==> src/rtl/data_port_arbiter_pkg.sv <==
// +--------------------------------------------------------------------------+
// | data_port_arbiter_pkg : shared encodings and range check for the arbiter |
// | Rev 1.0                                                                  |
// +--------------------------------------------------------------------------+
`default_nettype none

package data_port_arbiter_pkg;

    typedef enum logic [1:0] {
        IDLE   = 2'd0,
        ACCESS = 2'd1,
        RESP   = 2'd2
    } state_t;

    typedef enum logic {
        GNT_CPU = 1'b0,
        GNT_DMA = 1'b1
    } gnt_t;

    localparam int c_MAX_BURST_DEF  = 4;
    localparam int c_MEM_WORDS_DEF  = 1024;
    localparam int c_DISP_BYTES_DEF = 32;

    // Main memory is word addressed and must be aligned; display memory is byte addressed.
    function automatic logic range_err(input logic [31:0] add, input logic mem_type,
                                       input int mem_words, input int disp_bytes);
        if (mem_type)
            return (add >= $unsigned(disp_bytes));
        return (add[1:0] != 2'b00) || ({2'b00, add[31:2]} >= $unsigned(mem_words));
    endfunction

endpackage

`default_nettype wire

==> src/rtl/data_port_arbiter_if.sv <==
// +--------------------------------------------------------------------------+
// | data_port_arbiter_if : requester handshakes plus memory data-port wiring |
// | Rev 1.0                                                                  |
// +--------------------------------------------------------------------------+
`default_nettype none

interface data_port_arbiter_if;
    logic        CpuReq;
    logic        CpuWe;
    logic [31:0] CpuAdd;
    logic [31:0] CpuWData;
    logic        CpuMemType;
    logic        DmaReq;
    logic        DmaWe;
    logic [31:0] DmaAdd;
    logic [31:0] DmaWData;
    logic        DmaMemType;
    logic        DmaLock;
    logic        CpuDone;
    logic        DmaDone;
    logic        CpuErr;
    logic        DmaErr;
    logic [31:0] RData;
    logic [31:0] DataAdd;
    logic [31:0] MemDataContent;
    logic        DataWriteEn;
    logic        DataReadEn;
    logic        MEMTYPE;
    logic [31:0] MemDataOut;

    modport slave (
        input  CpuReq, CpuWe, CpuAdd, CpuWData, CpuMemType,
        input  DmaReq, DmaWe, DmaAdd, DmaWData, DmaMemType, DmaLock,
        input  MemDataOut,
        output CpuDone, DmaDone, CpuErr, DmaErr, RData,
        output DataAdd, MemDataContent, DataWriteEn, DataReadEn, MEMTYPE
    );

    modport master (
        output CpuReq, CpuWe, CpuAdd, CpuWData, CpuMemType,
        output DmaReq, DmaWe, DmaAdd, DmaWData, DmaMemType, DmaLock,
        output MemDataOut,
        input  CpuDone, DmaDone, CpuErr, DmaErr, RData,
        input  DataAdd, MemDataContent, DataWriteEn, DataReadEn, MEMTYPE
    );
endinterface

`default_nettype wire

==> src/rtl/rr_lock_arbiter2.sv <==
// +--------------------------------------------------------------------------+
// | rr_lock_arbiter2 : two-way round-robin winner select with DMA burst lock |
// | Rev 1.0                                                                  |
// +--------------------------------------------------------------------------+
`default_nettype none

module rr_lock_arbiter2
    import data_port_arbiter_pkg::*;
#(
    parameter int MAX_BURST = 4,
    parameter int BW        = 3
) (
    input  wire logic          i_cpu_req,
    input  wire logic          i_dma_req,
    input  wire logic          i_dma_lock,
    input  wire gnt_t          i_last_gnt,
    input  wire logic [BW-1:0] i_burst_cnt,
    output logic               o_valid,
    output gnt_t               o_winner
);

    logic w_lock_win;

    assign w_lock_win = i_dma_lock && i_dma_req && (i_burst_cnt < BW'(MAX_BURST));

    always_comb begin
        o_valid  = i_cpu_req | i_dma_req;
        o_winner = GNT_CPU;
        if (w_lock_win)
            o_winner = GNT_DMA;
        else if (i_cpu_req && i_dma_req)
            o_winner = (i_last_gnt == GNT_DMA) ? GNT_CPU : GNT_DMA;
        else if (i_dma_req)
            o_winner = GNT_DMA;
    end

endmodule

`default_nettype wire

==> src/rtl/data_port_arbiter.sv <==
// +--------------------------------------------------------------------------+
// | data_port_arbiter : shares the unified memory data port, CPU vs DMA      |
// | Rev 1.0                                                                  |
// +--------------------------------------------------------------------------+
`default_nettype none

module data_port_arbiter
    import data_port_arbiter_pkg::*;
#(
    parameter int MEM_WORDS  = c_MEM_WORDS_DEF,
    parameter int DISP_BYTES = c_DISP_BYTES_DEF,
    parameter int MAX_BURST  = c_MAX_BURST_DEF
) (
    input  wire logic          clk,
    input  wire logic          rst_n,
    data_port_arbiter_if.slave bus
);

    localparam int c_BW = $clog2(MAX_BURST + 1);

    state_t          r_state;
    gnt_t            r_last_gnt;
    gnt_t            r_owner;
    logic [c_BW-1:0] r_burst_cnt;
    logic            r_err;
    logic            r_cpu_done, r_dma_done, r_cpu_err, r_dma_err;
    logic [31:0]     r_rdata, r_data_add, r_wdata;
    logic            r_we_en, r_re_en, r_mem_type;

    logic            w_valid;
    gnt_t            w_winner;
    logic            w_we, w_mt, w_err;
    logic [31:0]     w_add, w_wdata;

    rr_lock_arbiter2 #(
        .MAX_BURST (MAX_BURST),
        .BW        (c_BW)
    ) u_arb (
        .i_cpu_req   (bus.CpuReq),
        .i_dma_req   (bus.DmaReq),
        .i_dma_lock  (bus.DmaLock),
        .i_last_gnt  (r_last_gnt),
        .i_burst_cnt (r_burst_cnt),
        .o_valid     (w_valid),
        .o_winner    (w_winner)
    );

    always_comb begin
        w_we    = bus.CpuWe;
        w_add   = bus.CpuAdd;
        w_wdata = bus.CpuWData;
        w_mt    = bus.CpuMemType;
        if (w_winner == GNT_DMA) begin
            w_we    = bus.DmaWe;
            w_add   = bus.DmaAdd;
            w_wdata = bus.DmaWData;
            w_mt    = bus.DmaMemType;
        end
    end

    assign w_err = range_err(w_add, w_mt, MEM_WORDS, DISP_BYTES);

    always_ff @(posedge clk) begin
        if (!rst_n) begin
            r_state     <= IDLE;
            r_last_gnt  <= GNT_DMA;
            r_owner     <= GNT_CPU;
            r_burst_cnt <= '0;
            r_err       <= 1'b0;
            r_cpu_done  <= 1'b0;
            r_dma_done  <= 1'b0;
            r_cpu_err   <= 1'b0;
            r_dma_err   <= 1'b0;
            r_rdata     <= '0;
            r_data_add  <= '0;
            r_wdata     <= '0;
            r_we_en     <= 1'b0;
            r_re_en     <= 1'b0;
            r_mem_type  <= 1'b0;
        end else begin
            case (r_state)
                IDLE: begin
                    if (!bus.DmaLock)
                        r_burst_cnt <= '0;
                    if (w_valid) begin
                        r_owner    <= w_winner;
                        r_last_gnt <= w_winner;
                        r_err      <= w_err;
                        r_data_add <= w_add;
                        r_wdata    <= w_wdata;
                        r_mem_type <= w_mt;
                        r_we_en    <= w_we & ~w_err;
                        r_re_en    <= ~w_we & ~w_err;
                        // Only a DMA win taken with the lock held while the CPU waits counts toward the burst.
                        if (w_winner == GNT_CPU)
                            r_burst_cnt <= '0;
                        else if (bus.DmaLock && bus.CpuReq && (r_burst_cnt < c_BW'(MAX_BURST)))
                            r_burst_cnt <= r_burst_cnt + 1'b1;
                        r_state    <= ACCESS;
                    end
                end
                ACCESS: begin
                    r_rdata    <= r_err ? 32'd0 : bus.MemDataOut;
                    r_we_en    <= 1'b0;
                    r_re_en    <= 1'b0;
                    r_cpu_done <= (r_owner == GNT_CPU);
                    r_dma_done <= (r_owner == GNT_DMA);
                    r_cpu_err  <= (r_owner == GNT_CPU) && r_err;
                    r_dma_err  <= (r_owner == GNT_DMA) && r_err;
                    r_state    <= RESP;
                end
                RESP: begin
                    r_cpu_done <= 1'b0;
                    r_dma_done <= 1'b0;
                    r_cpu_err  <= 1'b0;
                    r_dma_err  <= 1'b0;
                    r_state    <= IDLE;
                end
                default: r_state <= IDLE;
            endcase
        end
    end

    assign bus.CpuDone        = r_cpu_done;
    assign bus.DmaDone        = r_dma_done;
    assign bus.CpuErr         = r_cpu_err;
    assign bus.DmaErr         = r_dma_err;
    assign bus.RData          = r_rdata;
    assign bus.DataAdd        = r_data_add;
    assign bus.MemDataContent = r_wdata;
    assign bus.DataWriteEn    = r_we_en;
    assign bus.DataReadEn     = r_re_en;
    assign bus.MEMTYPE        = r_mem_type;

endmodule

`default_nettype wire

==> src/flat_wrapper.sv <==
// flat-port wrapper written by rule: the top's interface ports become plain ports
module data_port_arbiter_flat import data_port_arbiter_pkg::*;
#(
    parameter int MEM_WORDS  = c_MEM_WORDS_DEF,
    parameter int DISP_BYTES = c_DISP_BYTES_DEF,
    parameter int MAX_BURST  = c_MAX_BURST_DEF
)
  (clk, rst_n, bus_CpuReq, bus_CpuWe, bus_CpuAdd, bus_CpuWData, bus_CpuMemType, bus_DmaReq, bus_DmaWe, bus_DmaAdd, bus_DmaWData, bus_DmaMemType, bus_DmaLock, bus_MemDataOut, bus_CpuDone, bus_DmaDone, bus_CpuErr, bus_DmaErr, bus_RData, bus_DataAdd, bus_MemDataContent, bus_DataWriteEn, bus_DataReadEn, bus_MEMTYPE);
  data_port_arbiter_if bus_i ();
  input  wire logic clk;
  input  wire logic rst_n;
  input wire logic [$bits(bus_i.CpuReq)-1:0] bus_CpuReq;
  input wire logic [$bits(bus_i.CpuWe)-1:0] bus_CpuWe;
  input wire logic [$bits(bus_i.CpuAdd)-1:0] bus_CpuAdd;
  input wire logic [$bits(bus_i.CpuWData)-1:0] bus_CpuWData;
  input wire logic [$bits(bus_i.CpuMemType)-1:0] bus_CpuMemType;
  input wire logic [$bits(bus_i.DmaReq)-1:0] bus_DmaReq;
  input wire logic [$bits(bus_i.DmaWe)-1:0] bus_DmaWe;
  input wire logic [$bits(bus_i.DmaAdd)-1:0] bus_DmaAdd;
  input wire logic [$bits(bus_i.DmaWData)-1:0] bus_DmaWData;
  input wire logic [$bits(bus_i.DmaMemType)-1:0] bus_DmaMemType;
  input wire logic [$bits(bus_i.DmaLock)-1:0] bus_DmaLock;
  input wire logic [$bits(bus_i.MemDataOut)-1:0] bus_MemDataOut;
  output wire logic [$bits(bus_i.CpuDone)-1:0] bus_CpuDone;
  output wire logic [$bits(bus_i.DmaDone)-1:0] bus_DmaDone;
  output wire logic [$bits(bus_i.CpuErr)-1:0] bus_CpuErr;
  output wire logic [$bits(bus_i.DmaErr)-1:0] bus_DmaErr;
  output wire logic [$bits(bus_i.RData)-1:0] bus_RData;
  output wire logic [$bits(bus_i.DataAdd)-1:0] bus_DataAdd;
  output wire logic [$bits(bus_i.MemDataContent)-1:0] bus_MemDataContent;
  output wire logic [$bits(bus_i.DataWriteEn)-1:0] bus_DataWriteEn;
  output wire logic [$bits(bus_i.DataReadEn)-1:0] bus_DataReadEn;
  output wire logic [$bits(bus_i.MEMTYPE)-1:0] bus_MEMTYPE;
  assign bus_i.CpuReq = bus_CpuReq;
  assign bus_i.CpuWe = bus_CpuWe;
  assign bus_i.CpuAdd = bus_CpuAdd;
  assign bus_i.CpuWData = bus_CpuWData;
  assign bus_i.CpuMemType = bus_CpuMemType;
  assign bus_i.DmaReq = bus_DmaReq;
  assign bus_i.DmaWe = bus_DmaWe;
  assign bus_i.DmaAdd = bus_DmaAdd;
  assign bus_i.DmaWData = bus_DmaWData;
  assign bus_i.DmaMemType = bus_DmaMemType;
  assign bus_i.DmaLock = bus_DmaLock;
  assign bus_i.MemDataOut = bus_MemDataOut;
  assign bus_CpuDone = bus_i.CpuDone;
  assign bus_DmaDone = bus_i.DmaDone;
  assign bus_CpuErr = bus_i.CpuErr;
  assign bus_DmaErr = bus_i.DmaErr;
  assign bus_RData = bus_i.RData;
  assign bus_DataAdd = bus_i.DataAdd;
  assign bus_MemDataContent = bus_i.MemDataContent;
  assign bus_DataWriteEn = bus_i.DataWriteEn;
  assign bus_DataReadEn = bus_i.DataReadEn;
  assign bus_MEMTYPE = bus_i.MEMTYPE;
  data_port_arbiter #(.MEM_WORDS(MEM_WORDS), .DISP_BYTES(DISP_BYTES), .MAX_BURST(MAX_BURST)) u_core (.clk(clk), .rst_n(rst_n), .bus(bus_i));
endmodule
==> config.mk <==
export PLATFORM = sky130hd
export DESIGN_NAME = data_port_arbiter_flat
export DESIGN_NICKNAME = d
export VERILOG_FILES = /design/src/rtl/data_port_arbiter_pkg.sv /design/src/rtl/data_port_arbiter_if.sv /design/src/rtl/rr_lock_arbiter2.sv /design/src/rtl/data_port_arbiter.sv /design/src/flat_wrapper.sv
export SDC_FILE = /design/constraint.sdc
export NUM_CORES = 1
export LEC_CHECK = 0
export CAP_MARGIN = 10
export CORE_MARGIN = 2
export CORE_UTILIZATION = 39
export DETAILED_ROUTE_END_ITERATION = 7
export PLACE_DENSITY = 0.82
export REMOVE_ABC_BUFFERS = 1
export SYNTH_ARGS = -nofsm -noshare
export SYNTH_HDL_FRONTEND = slang
export SYNTH_SLANG_ARGS = --single-unit
==> constraint.sdc <==
create_clock -name clk -period 2 [get_ports clk]
set_clock_uncertainty 0.1 [all_clocks]
set_input_delay 0.4 -clock clk [delete_from_list [all_inputs] [get_ports clk]]
set_output_delay 0.4 -clock clk [all_outputs]
set_load 0.005 [all_outputs]
## Yosys cells after proc, flatten, opt, wreduce, memory -nomap -nowiden

Cells that the tools add are included.

- $add $sub $neg: 1
- Order comparisons: 3
- Equal/unequal tests: 3
- Muxes and demuxes: 26
- Bitwise operators: 6
- Reductions and logical operators: 14

Operator list:

| kind | count |
|---|---|
| $mux W32 | 3 |
| $ge A32 B6 Y1 const B | 1 |
| $ge A30 B11 Y1 const B | 1 |
| $mux W3 | 4 |
| $pmux W1 S2 | 6 |
| $mux W1 | 11 |
| $logic_and A1 B1 Y1 | 7 |
| $reduce_bool A2 Y1 | 3 |
| $pmux W2 S2 | 1 |
| $reduce_and A2 Y1 | 2 |
| $add A3 B1 Y3 const B | 1 |
| $lt A3 B3 Y1 const B | 1 |
| $not A1 Y1 | 3 |
| $and A1 B1 Y1 | 2 |
| $eq A2 B1 Y1 const B | 1 |
| $eq A2 B2 Y1 const B | 1 |
| $logic_not A2 Y1 | 1 |
| $mux W2 | 1 |
| $ne A2 B2 Y1 const B | 1 |
| $logic_or A1 B1 Y1 | 1 |
| $or A1 B1 Y1 | 1 |

- Flip-flop bits (word level): 111
- Input port bits: 169
- Output and inout bits: 103
- Logic and storage cells: 68

## Logic depth before layout (Yosys ltp)

- Depth in word-level cells: 11
- Gate-level depth with buffers: 8

## Hierarchy

A second synthesis with hierarchy kept.

- Cell total of the unflattened synthesis: 539
- Area total of the unflattened synthesis: 4858.4 µm²

By module, submodules not included:

| module | times used | cells an instance | area each (µm²) | sequential area each (µm²) |
|---|---|---|---|---|
| data_port_arbiter | 1 | 535 | 4835.9 | 2222.1 |
| rr_lock_arbiter2 | 1 | 4 | 22.5 | 0.0 |

## Worst setup path after synthesis

OpenSTA, ideal clock, no wires.

- Kind: register -> register
- Start point: register u_core.r_state[0]
- End point: register u_core.r_data_add[20] (netlist: u_core.bus.DataAdd[20])
- Library setup time: 142 ps
- Arrival: 1387 ps
- Required time: 1758 ps
- Setup slack: 371 ps
- Stages on the path, launching flop included: 8
- Buffers on the path: 2
- Period minus slack after synthesis: 1629 ps
- Path through: dfxtp_1 > inv_1 > ha_1 > inv_1 > nor2_4 > buf_4 > clkbuf_1 > a311oi_1

- Cells in the longest elaborated chain, start to end: 2

Ends and longest elaborated chain:

| element | RTL line | source |
|---|---|---|
| start: declaration | data_port_arbiter.sv:21 | `state_t r_state;` |
| start signal: assignment | data_port_arbiter.sv:65 | `r_state <= IDLE;` |
| start signal: assignment | data_port_arbiter.sv:99 | `r_state <= ACCESS;` |
| start signal: assignment | data_port_arbiter.sv:110 | `r_state <= RESP;` |
| $logic_not A2 Y1 | data_port_arbiter.sv:81 | `case (r_state)` |
| $reduce_and A2 Y1 (no line) | n/a |  |
| end signal: assignment | data_port_arbiter.sv:89 | `r_data_add <= w_add;` |
| end: declaration | data_port_arbiter.sv:27 | `logic [31:0] r_rdata, r_data_add, r_wdata;` |

Every way passes these cells.
A chain may end at the register's enable or synchronous reset.

## Worst setup path after layout

- Start point: input port bus_CpuAdd[4]
- End point: register u_core.r_we_en (netlist: u_core.bus.DataWriteEn)

- Cells in the longest elaborated chain, start to end: 8
- Elaborated cells between the ends (all ways): 10
- Those cells by class: order compare: 2; mux: 5; bitwise: 2; reduce/logical: 1

Ends and longest elaborated chain:

| element | RTL line | source |
|---|---|---|
| start: declaration | flat_wrapper.sv:14 | `input wire logic [$bits(bus_i.CpuAdd)-1:0] bus_CpuAdd;` |
| $mux W32 * | data_port_arbiter.sv:53 | `if (w_winner == GNT_DMA) begin` |
| $ge A32 B6 Y1 / $ge A30 B11 Y1 (equally long branches) | data_port_arbiter_pkg.sv:28, data_port_arbiter_pkg.sv:29 |  |
| $mux W1 / $logic_or A1 B1 Y1 (equally long branches) | data_port_arbiter_pkg.sv:27, data_port_arbiter_pkg.sv:29 |  |
| $mux W1 * | data_port_arbiter_pkg.sv:29 | `return (add[1:0] != 2'b00) \|\| ({2'b00, add[31:2]} >= $unsigned(mem_words));` |
| $not A1 Y1 * | data_port_arbiter.sv:92 | `r_we_en <= w_we & ~w_err;` |
| $and A1 B1 Y1 * | data_port_arbiter.sv:92 |  |
| $mux W1 * | data_port_arbiter.sv:85 | `if (w_valid) begin` |
| $pmux W1 S2 * | data_port_arbiter.sv:81 |  |
| end signal: assignment | data_port_arbiter.sv:92 |  |
| end: declaration | data_port_arbiter.sv:28 | `logic r_we_en, r_re_en, r_mem_type;` |

Every way passes the cells marked *; elsewhere a longest branch is shown, timed or not. The select of a mux whose other input is x is not followed.

==> flow_summary_export.csv <==
group,metric,value,unit
grt,grt_pass1_wl,26000,um
floorplanning,die_x,115,um
floorplanning,die-area,13300,um2
place,hpwl,12900,um
critical_path,critical_path_arrival,2.09,ns
timing,fin_crit,1.96,ns
routing,viasPerCell,5.24,
power,powerDensity,754,nW/um2
synthesis,synth_ff_type,"dfxtp_1",
grt,antenna_found_initial,0,
place,port_buffers,271,
routing,post-route-drc-count,0,
place,place_congestion,0.908,
clock_network,cts_tree,"built",
grt,overflow,0,
critical_path,critPathRequiredTime,2.13,ns
finish,final_common_cell,"clkdlybuf4s50_1",
status,status,"completed",
finish,final_area,8240,um2
finish,nFillCells,949,
synthesis,synth_cells,611,
place,dpl_cell_area,7890,um2
critical_path,end_kind,"register",
finish,drive_gt1_frac,0.0744,
clock_network,cts_made_buffers,9,
timing,hold_viol,0,
critical_path,rr_worst_depth,7,
routing,wl,17100,um
clock_network,clk_path_buf_depth,2,
floorplanning,die-height,115,um
grt,grt_usage,0.245,
clock_network,cts.sinks,111,
synthesis,ys_seq_area_frac,0.460,
synthesis,yosys_warnings,0,
clock_network,path_clk_slew,0.07,ns
grt,grt_start_max_net_pins,48,
finish,fin_nets,1055,
synthesis,ys_seq_elements,111,
critical_path,worst_setup_path_start_kind,"primary input",
timing,tightest_slew,0.674,ns
floorplanning,coreArea,12100,um2
run,cap_violations,0,
finish,fin_cells,1055,
clock_network,cts-root-buf,"clkbuf_16",
finish,final_util,0.683,
clock_network,clock_latency,0.34,ns
clock_network,cts_max_level,3,
finish,layout_common_cells,"clkdlybuf4s50_1, nand2_1, dfxtp_1",
timing,drv_slew,0,
critical_path,worstPathMaxFanout,2,
finish,diodes,0,
power,irDropWorstVdd,0.409,mV
synthesis,synth_edf_count,0,
floorplanning,start_util,0.401,
worst_hold_path,hold_path.class,"reg -> reg",
critical_path,crit_type,"in -> reg",
worst_hold_path,min_delay_path_depth,2,
finish,areaGrowthSynthToFinish,70.3,%
grt,grt_pass1_vias,5435,
routing,drt_pre_antenna_iters,5,
synthesis,synthArstFlopShare,0,
timing,slew_headroom,0.549,
timing,fmax,509,MHz
routing,drt-wirelength-per-cell,16.2,um
power,p_leak,3.17,nW
synthesis,synth.cell_area,4840,um2
synthesis,avgSynthCellArea,7.91,um2
routing,drtAntennaViolNets,0,
timing,period_share,0.982,
place,placedCellCount,1039,
timing,setup_violations,0,
synthesis,yosysUniqueCellTypes,40,
floorplanning,ios,272,
floorplanning,fp-row-count,40,
routing,drtIter0Drc,346,
routing,vias,5523,
==> worst paths after layout <==
kind / from / end / slack (ns)
hold reg to reg: u_core.bus.DataReadEn / u_core.bus.DataReadEn / 0.37
setup reg to reg: u_core.r_state[0] / u_core.bus.MEMTYPE / 0.19
setup / recovery: bus_CpuAdd[4] / u_core.bus.DataWriteEn / 0.04
hold / removal: u_core.bus.DataReadEn / u_core.bus.DataReadEn / 0.37
==> state kept, by name (all words and copies together), names as in the netlist, 2 cells and up <==
register / cells
u_core.r_burst_cnt: 3
u_core.bus.DataAdd: 32
u_core.bus.MemDataContent: 32
u_core.r_state: 2
u_core.bus.RData: 32
==> worst max-delay path, stage by stage <==
cell	delay, ns
clkdlybuf4s50_1	0.45
nor4_1	0.47
buf_4	0.19
nand4_1	0.09
mux2_2	0.26
o211ai_1	0.12
o31ai_1	0.11
==> metrics by stage <==
| stage | hold WS [ns] | setup TNS [ns] | setup slack, ns | power, mW |
|---|---|---|---|---|
| after global placement | 0.342 | -8.06 | -0.276 | 4.27 |
| after detailed placement | 0.365 | -11.97 | -0.299 | 4.32 |
| after floorplan | 0.349 | -68.40 | -0.768 | 3.23 |
| final | 0.368 | 0 | 0.0368 | 6.21 |
| after CTS | 0.374 | 0 | 0.00491 | 6.24 |
| after global routing | 0.408 | -0.0338 | -0.0265 | 6.52 |
==> Yosys cell counts (all sizes together) (2+ instances only) <==
cell type  count  area, um2
a211oi         2       20.0
a21o           2       15.0
a21oi         39        195
a311oi        65        569
buf           21        125
clkbuf        26       97.6
dfxtp        111       2220
ha             4       50.1
inv            4       15.0
mux2i          4       40.0
nand2        143        537
nand2b         2       12.5
nand3          2       10.0
nand4          4       25.0
nor2         111        424
nor2b         35        226
nor3           8       40.0
nor4           9       56.3
o2111ai        2       17.5
o21ai          4       31.3
o31ai          2       15.0
==> cell families (layout without fill, tap and decap cells) <==
| group | after synthesis | in the layout | synth area share |
|---|---|---|---|
| AO/OA/AOI/OAI | 121 | 121 | 0.187 |
| adder cells (fa/ha/maj) | 4 | 4 | 0.0103 |
| buffers and inverters | 51 | 327 | 0.0492 |
| flip-flops | 111 | 111 | 0.460 |
| multiplexers | 5 | 5 | 0.0106 |
| AND/OR/NAND/NOR | 319 | 319 | 0.283 |
==> routing by layer <==
layer / global-route usage / up-vias / wire, um
li1: - / 2656 / -
met1: 0.274 / 2563 / 6580
met2: 0.438 / 263 / 8520
met3: 0.0685 / 41 / 1530
met4: 0.101 / 0 / 502
met5: 0 / - / 0
==> area by class of cell <==
| cell class | instances | area (um2) | share of cell area |
|---|---|---|---|
| timing repair buffer | 307 | 3060 | 0.371 |
| multi-input combinational | 449 | 2410 | 0.293 |
| sequential | 111 | 2220 | 0.270 |
| clock buffer | 10 | 229 | 0.0278 |
| tap | 168 | 210 | 0.0255 |
| clock inverter | 6 | 92.6 | 0.0112 |
| inverter | 4 | 16.3 | 0.00197 |
==> repair_timing <==
item / in CTS / in global routing
gates cloned: 0 / 0
hold buffers: 0 / 0
endpoints found under the hold margin: 0 / 0
endpoints found under the setup margin: 5 / 6
pin swaps: 0 / 4
buffers inserted: 0 / 0
gates resized for setup: 1 / 5
==> report_power, final <==
group	switching (mW)	internal, mW	leakage (nW)	total (mW)
clock	0.815	1.11	0.149	1.92
combinational	0.735	0.983	2.11	1.72
sequential	0.126	2.44	0.915	2.57
Power figures use the tool's default switching activity.
==> variant 1 (config.mk and constraints unchanged) <==
Make the reset (`rst_n`) asynchronous in one clocked block.
--- a/src/rtl/data_port_arbiter.sv
+++ b/src/rtl/data_port_arbiter.sv
@@ -62,3 +62,3 @@
 
-    always_ff @(posedge clk) begin
+    always_ff @(posedge clk or negedge rst_n) begin
         if (!rst_n) begin
Formal check against the unedited RTL: differs if rst_n is asserted again (counterexample within 4 cycles, from zero or initial values and one cycle with rst_n low); with rst_n held inactive, the same outputs for 4 cycles.
==> variant 1 against the original RTL <==
- synthesized cell count fell by 20%
- routed wire length fell by 6.7%
- register-to-register slack got worse by 0.14 ns
- worst setup slack improved by 0.0070 ns
- area after synthesis rose by 7.1%
- critical path depth did not move
- sequential cell count did not move
- final area rose by 4.9%
- highest routed layer unchanged
Power is not compared: it rests on default switching activity, and its combinational part moved more than twofold at a synthesized area within 25%.
==> variant 1: results (changes against the original RTL) <==
Run status
  • Outcome: finished clean

Place
  • Dpl ws: -0.448 ns (-0.149 ns)
  • DP Wirelength: 12100 µm (-6.5%)
  • Post-place instance area: 8280 µm² (+5.0%)
  • Placer Congestion: 0.875 (-3.6%)
  • Placed cells: 933 (-10%)

Routing
  • Wl on met1: 6130 µm (-6.8%)
  • Routed wl met3: 1500 µm (-2.4%)
  • Drt initial violations: 250 (-28%)
  • DR WL met2: 7930 µm (-6.9%)
  • First-pass DRT Iterations: 4 (-1)
  • WL per Instance: 16.8 µm (+3.4%)

Global route
  • Largest net degree at the start of global routing: 89 (+85%)
  • Total routing usage reported by global routing: 22.3% (-2.2 points)

Synth
  • Synth Area in Compound Gates: 14.2% (-4.5 points)
  • Ys async rst share: 100% (+100 points)
  • Mapped Cells: 487 (-20%)
  • Post-Synth Adder-Cell Area: 0.966% (-0.069 points)

STA
  • Slew @ Worst Pin: 0.401 ns (-0.273 ns)

Final layout
  • Fraction of final layout cells sized beyond drive strength 1: 13.3% (+5.8 points)

Worst setup path
  • Crit-path slowest cell: or4_4
  • Critical path origin: bus_CpuAdd[6]
  • Crit-path max FO: 3 (+1)
  • R2R setup slack: 0.05 ns (-0.14 ns)

CTS
  • Post-CTS Resized: 15 (+14)

Hold path
  • Hold wc startpoint: u_core.bus.MemDataContent[28]
variant 1: worst register-to-register path: cells and delay by family (launching register included):
| kind | cells | cell delay [ns] |
|---|---|---|
| flip-flops | 1 | 0.54 |
| AO/OA/AOI/OAI | 3 | 0.60 |
| multiplexers | 1 | 0.35 |
| buffers and inverters | 1 | 0.14 |
| AND/OR/NAND/NOR | 2 | 0.11 |
variant 1: final cells by class:
| cell class | instances | share of cell area [%] |
|---|---|---|
| timing repair buffer | 307 | 35.5 |
| sequential | 111 | 32.2 |
| multi-input combinational | 336 | 26.4 |
| clock buffer | 11 | 2.81 |
| tap | 176 | 2.55 |
| inverter | 7 | 0.304 |
| clock inverter | 4 | 0.261 |
variant 1: cells by family after synthesis:
group,count (synthesis)
AND/OR/NAND/NOR,146
buffers and inverters,40
AO/OA/AOI/OAI,116
adder cells (fa/ha/maj),4
multiplexers,70
flip-flops,111
==> variant 2 (same flow settings) <==
Made on the original files. The package constant `c_MAX_BURST_DEF` goes from 4 to 8.
--- a/src/rtl/data_port_arbiter_pkg.sv
+++ b/src/rtl/data_port_arbiter_pkg.sv
@@ -19,3 +19,3 @@
 
-    localparam int c_MAX_BURST_DEF  = 4;
+    localparam int c_MAX_BURST_DEF  = 8;
     localparam int c_MEM_WORDS_DEF  = 1024;
Behaviour: no difference found for any inputs over 4 cycles, from zero or initial values and one cycle with rst_n low; that may be too few to reach the edited logic, so the function may still have changed.
==> variant 2 against the original RTL <==
- area after synthesis increased by 0.75%
- sequential cell count up 1
- critical path depth did not move
- fmax down 1.0%
- critical endpoint unchanged
- synthesized cell count up 1.5%
- final area rose by 2.7%
- routed wire length is 2.4% lower
- total power fell by 3.0%
- worst setup slack got worse by 0.021 ns
==> variant 2: results (changes against the original RTL) <==
Final layout
  • Fraction of final layout cells sized beyond drive strength 1: 10.4% (+2.9 points)
  • Filler instances: 982 (+3.5%)
  • Area growth from synthesis to layout: 73.6%

Global route
  • First-pass GRT wire length: 25000 µm (-3.7%)
  • Largest net degree at the start of global routing: 50 (+4.2%)
  • Total routing usage reported by global routing: 23.7% (-0.89 points)
  • Grt met1 use: 25.7% (-1.7 points)
  • Met2 Resource Use GR: 42.9% (-0.94 points)
  • Grt met3 use: 8.11% (+1.3 points)

Synth
  • Synth unique cells: 41 (+2.5%)
  • Register area share after synthesis: 46.0% (+0.069 points)
  • Top post-synthesis cells by count: nand2_1 (145), dfxtp_1 (112), nor2_1 (108)
  • Mapped Cells: 620 (+1.5%)
  • Post-Synth Adder-Cell Area: 1.03% (-0.0077 points)
  • Multiplexer share of the synthesized area: 1.26% (+0.20 points)
  • Largest cells by area after synthesis: dfxtp_1 (46%), a311oi_1 (12%), nand2_1 (11%), nor2_1 (8.3%), nor2b_1 (4.4%)

Place
  • Post-place instance area: 8020 µm² (+1.7%)
  • Placer Congestion: 0.821 (-9.6%)

Hold path
  • Worst hold-check path type: in2reg

Routing
  • Drt initial violations: 252 (-27%)
  • Via count: 5463 (-1.1%)

Worst setup path
  • Crit-path max FO: 3 (+1)
  • CP arrival: 2.17 ns (+0.08 ns)

Power
  • Peak VDD IR: 433 µV (+5.8%)
  • Static Leak: 3.35 nW (+5.7%)

STA
  • Slew headroom: 67.0% (+12 points)

Run status
  • Outcome: finished clean
[variant 2: logic make-up (layout without fill, tap and decap cells)]
kind of cell,after synthesis,after routing
compound gates,121,121
simple gates,325,325
fa+ha+maj,4,4
mux,6,6
buf+inv,52,337
flops,112,112
[variant 2: repair_timing]
action,CTS,global route
pin swaps,6,12
endpoints found under the setup margin,8,3
buffers inserted,2,0
hold endpoints to repair,0,0
gates resized for setup,34,30
[variant 2: path summary, 6_finish.rpt]
path	start	to	slack, ns	depth (start not counted)
worst max register to register	u_core.r_last_gnt	u_core.bus.DataWriteEn	0.19	6
worst max-delay path	bus_DmaAdd[30]	u_core.bus.DataWriteEn	0.02	7
worst min-delay path	bus_CpuAdd[7]	u_core.bus.DataAdd[7]	0.23	3
worst min register to register	u_core.bus.DataReadEn	u_core.bus.DataReadEn	0.37	1
[variant 2: where the power goes]
group / switching, W / internal (W)
logic: 0.000747 / 0.000998
clock network: 0.000802 / 0.000884
registers: 0.000124 / 0.00246
total: 0.00167 / 0.00435
[variant 2: routing by layer]
| metal | routed length (µm) | vias to the layer above |
|---|---|---|
| met3 | 1740 | 23 |
| met4 | 321 | 0 |
| li1 | - | 2710 |
| met5 | 0 | - |
| met1 | 6230 | 2499 |
| met2 | 8420 | 231 |
[variant 2: layout make-up]
class                           instances  area (µm²)  area share (%)
Clock buffer                           12         246            2.91
Clock inverter                          4        28.8           0.340
Inverter                                3        12.5           0.148
Multi-Input combinational cell        456        2580            30.5
Sequential cell                       112        2240            26.5
Tap cell                              168         210            2.49
Timing Repair Buffer                  318        3140            37.1
[variant 2: through the flow]
step	util, %	setup WS (ns)
after CTS	69.1	-0.00222
after floorplan	-	-3.64
final	69.8	0.0159
after global routing	69.8	-0.0322
after global placement	66.3	-0.551
after detailed placement	66.3	-0.677
[variant 2: worst max-delay path, cell delays in order]
cell	delay, ns
clkdlybuf4s50_1	0.45
nor4_1	0.31
nand2_1	0.16
nor3_4	0.22
a31oi_4	0.06
nor4_4	0.33
a32o_1	0.22
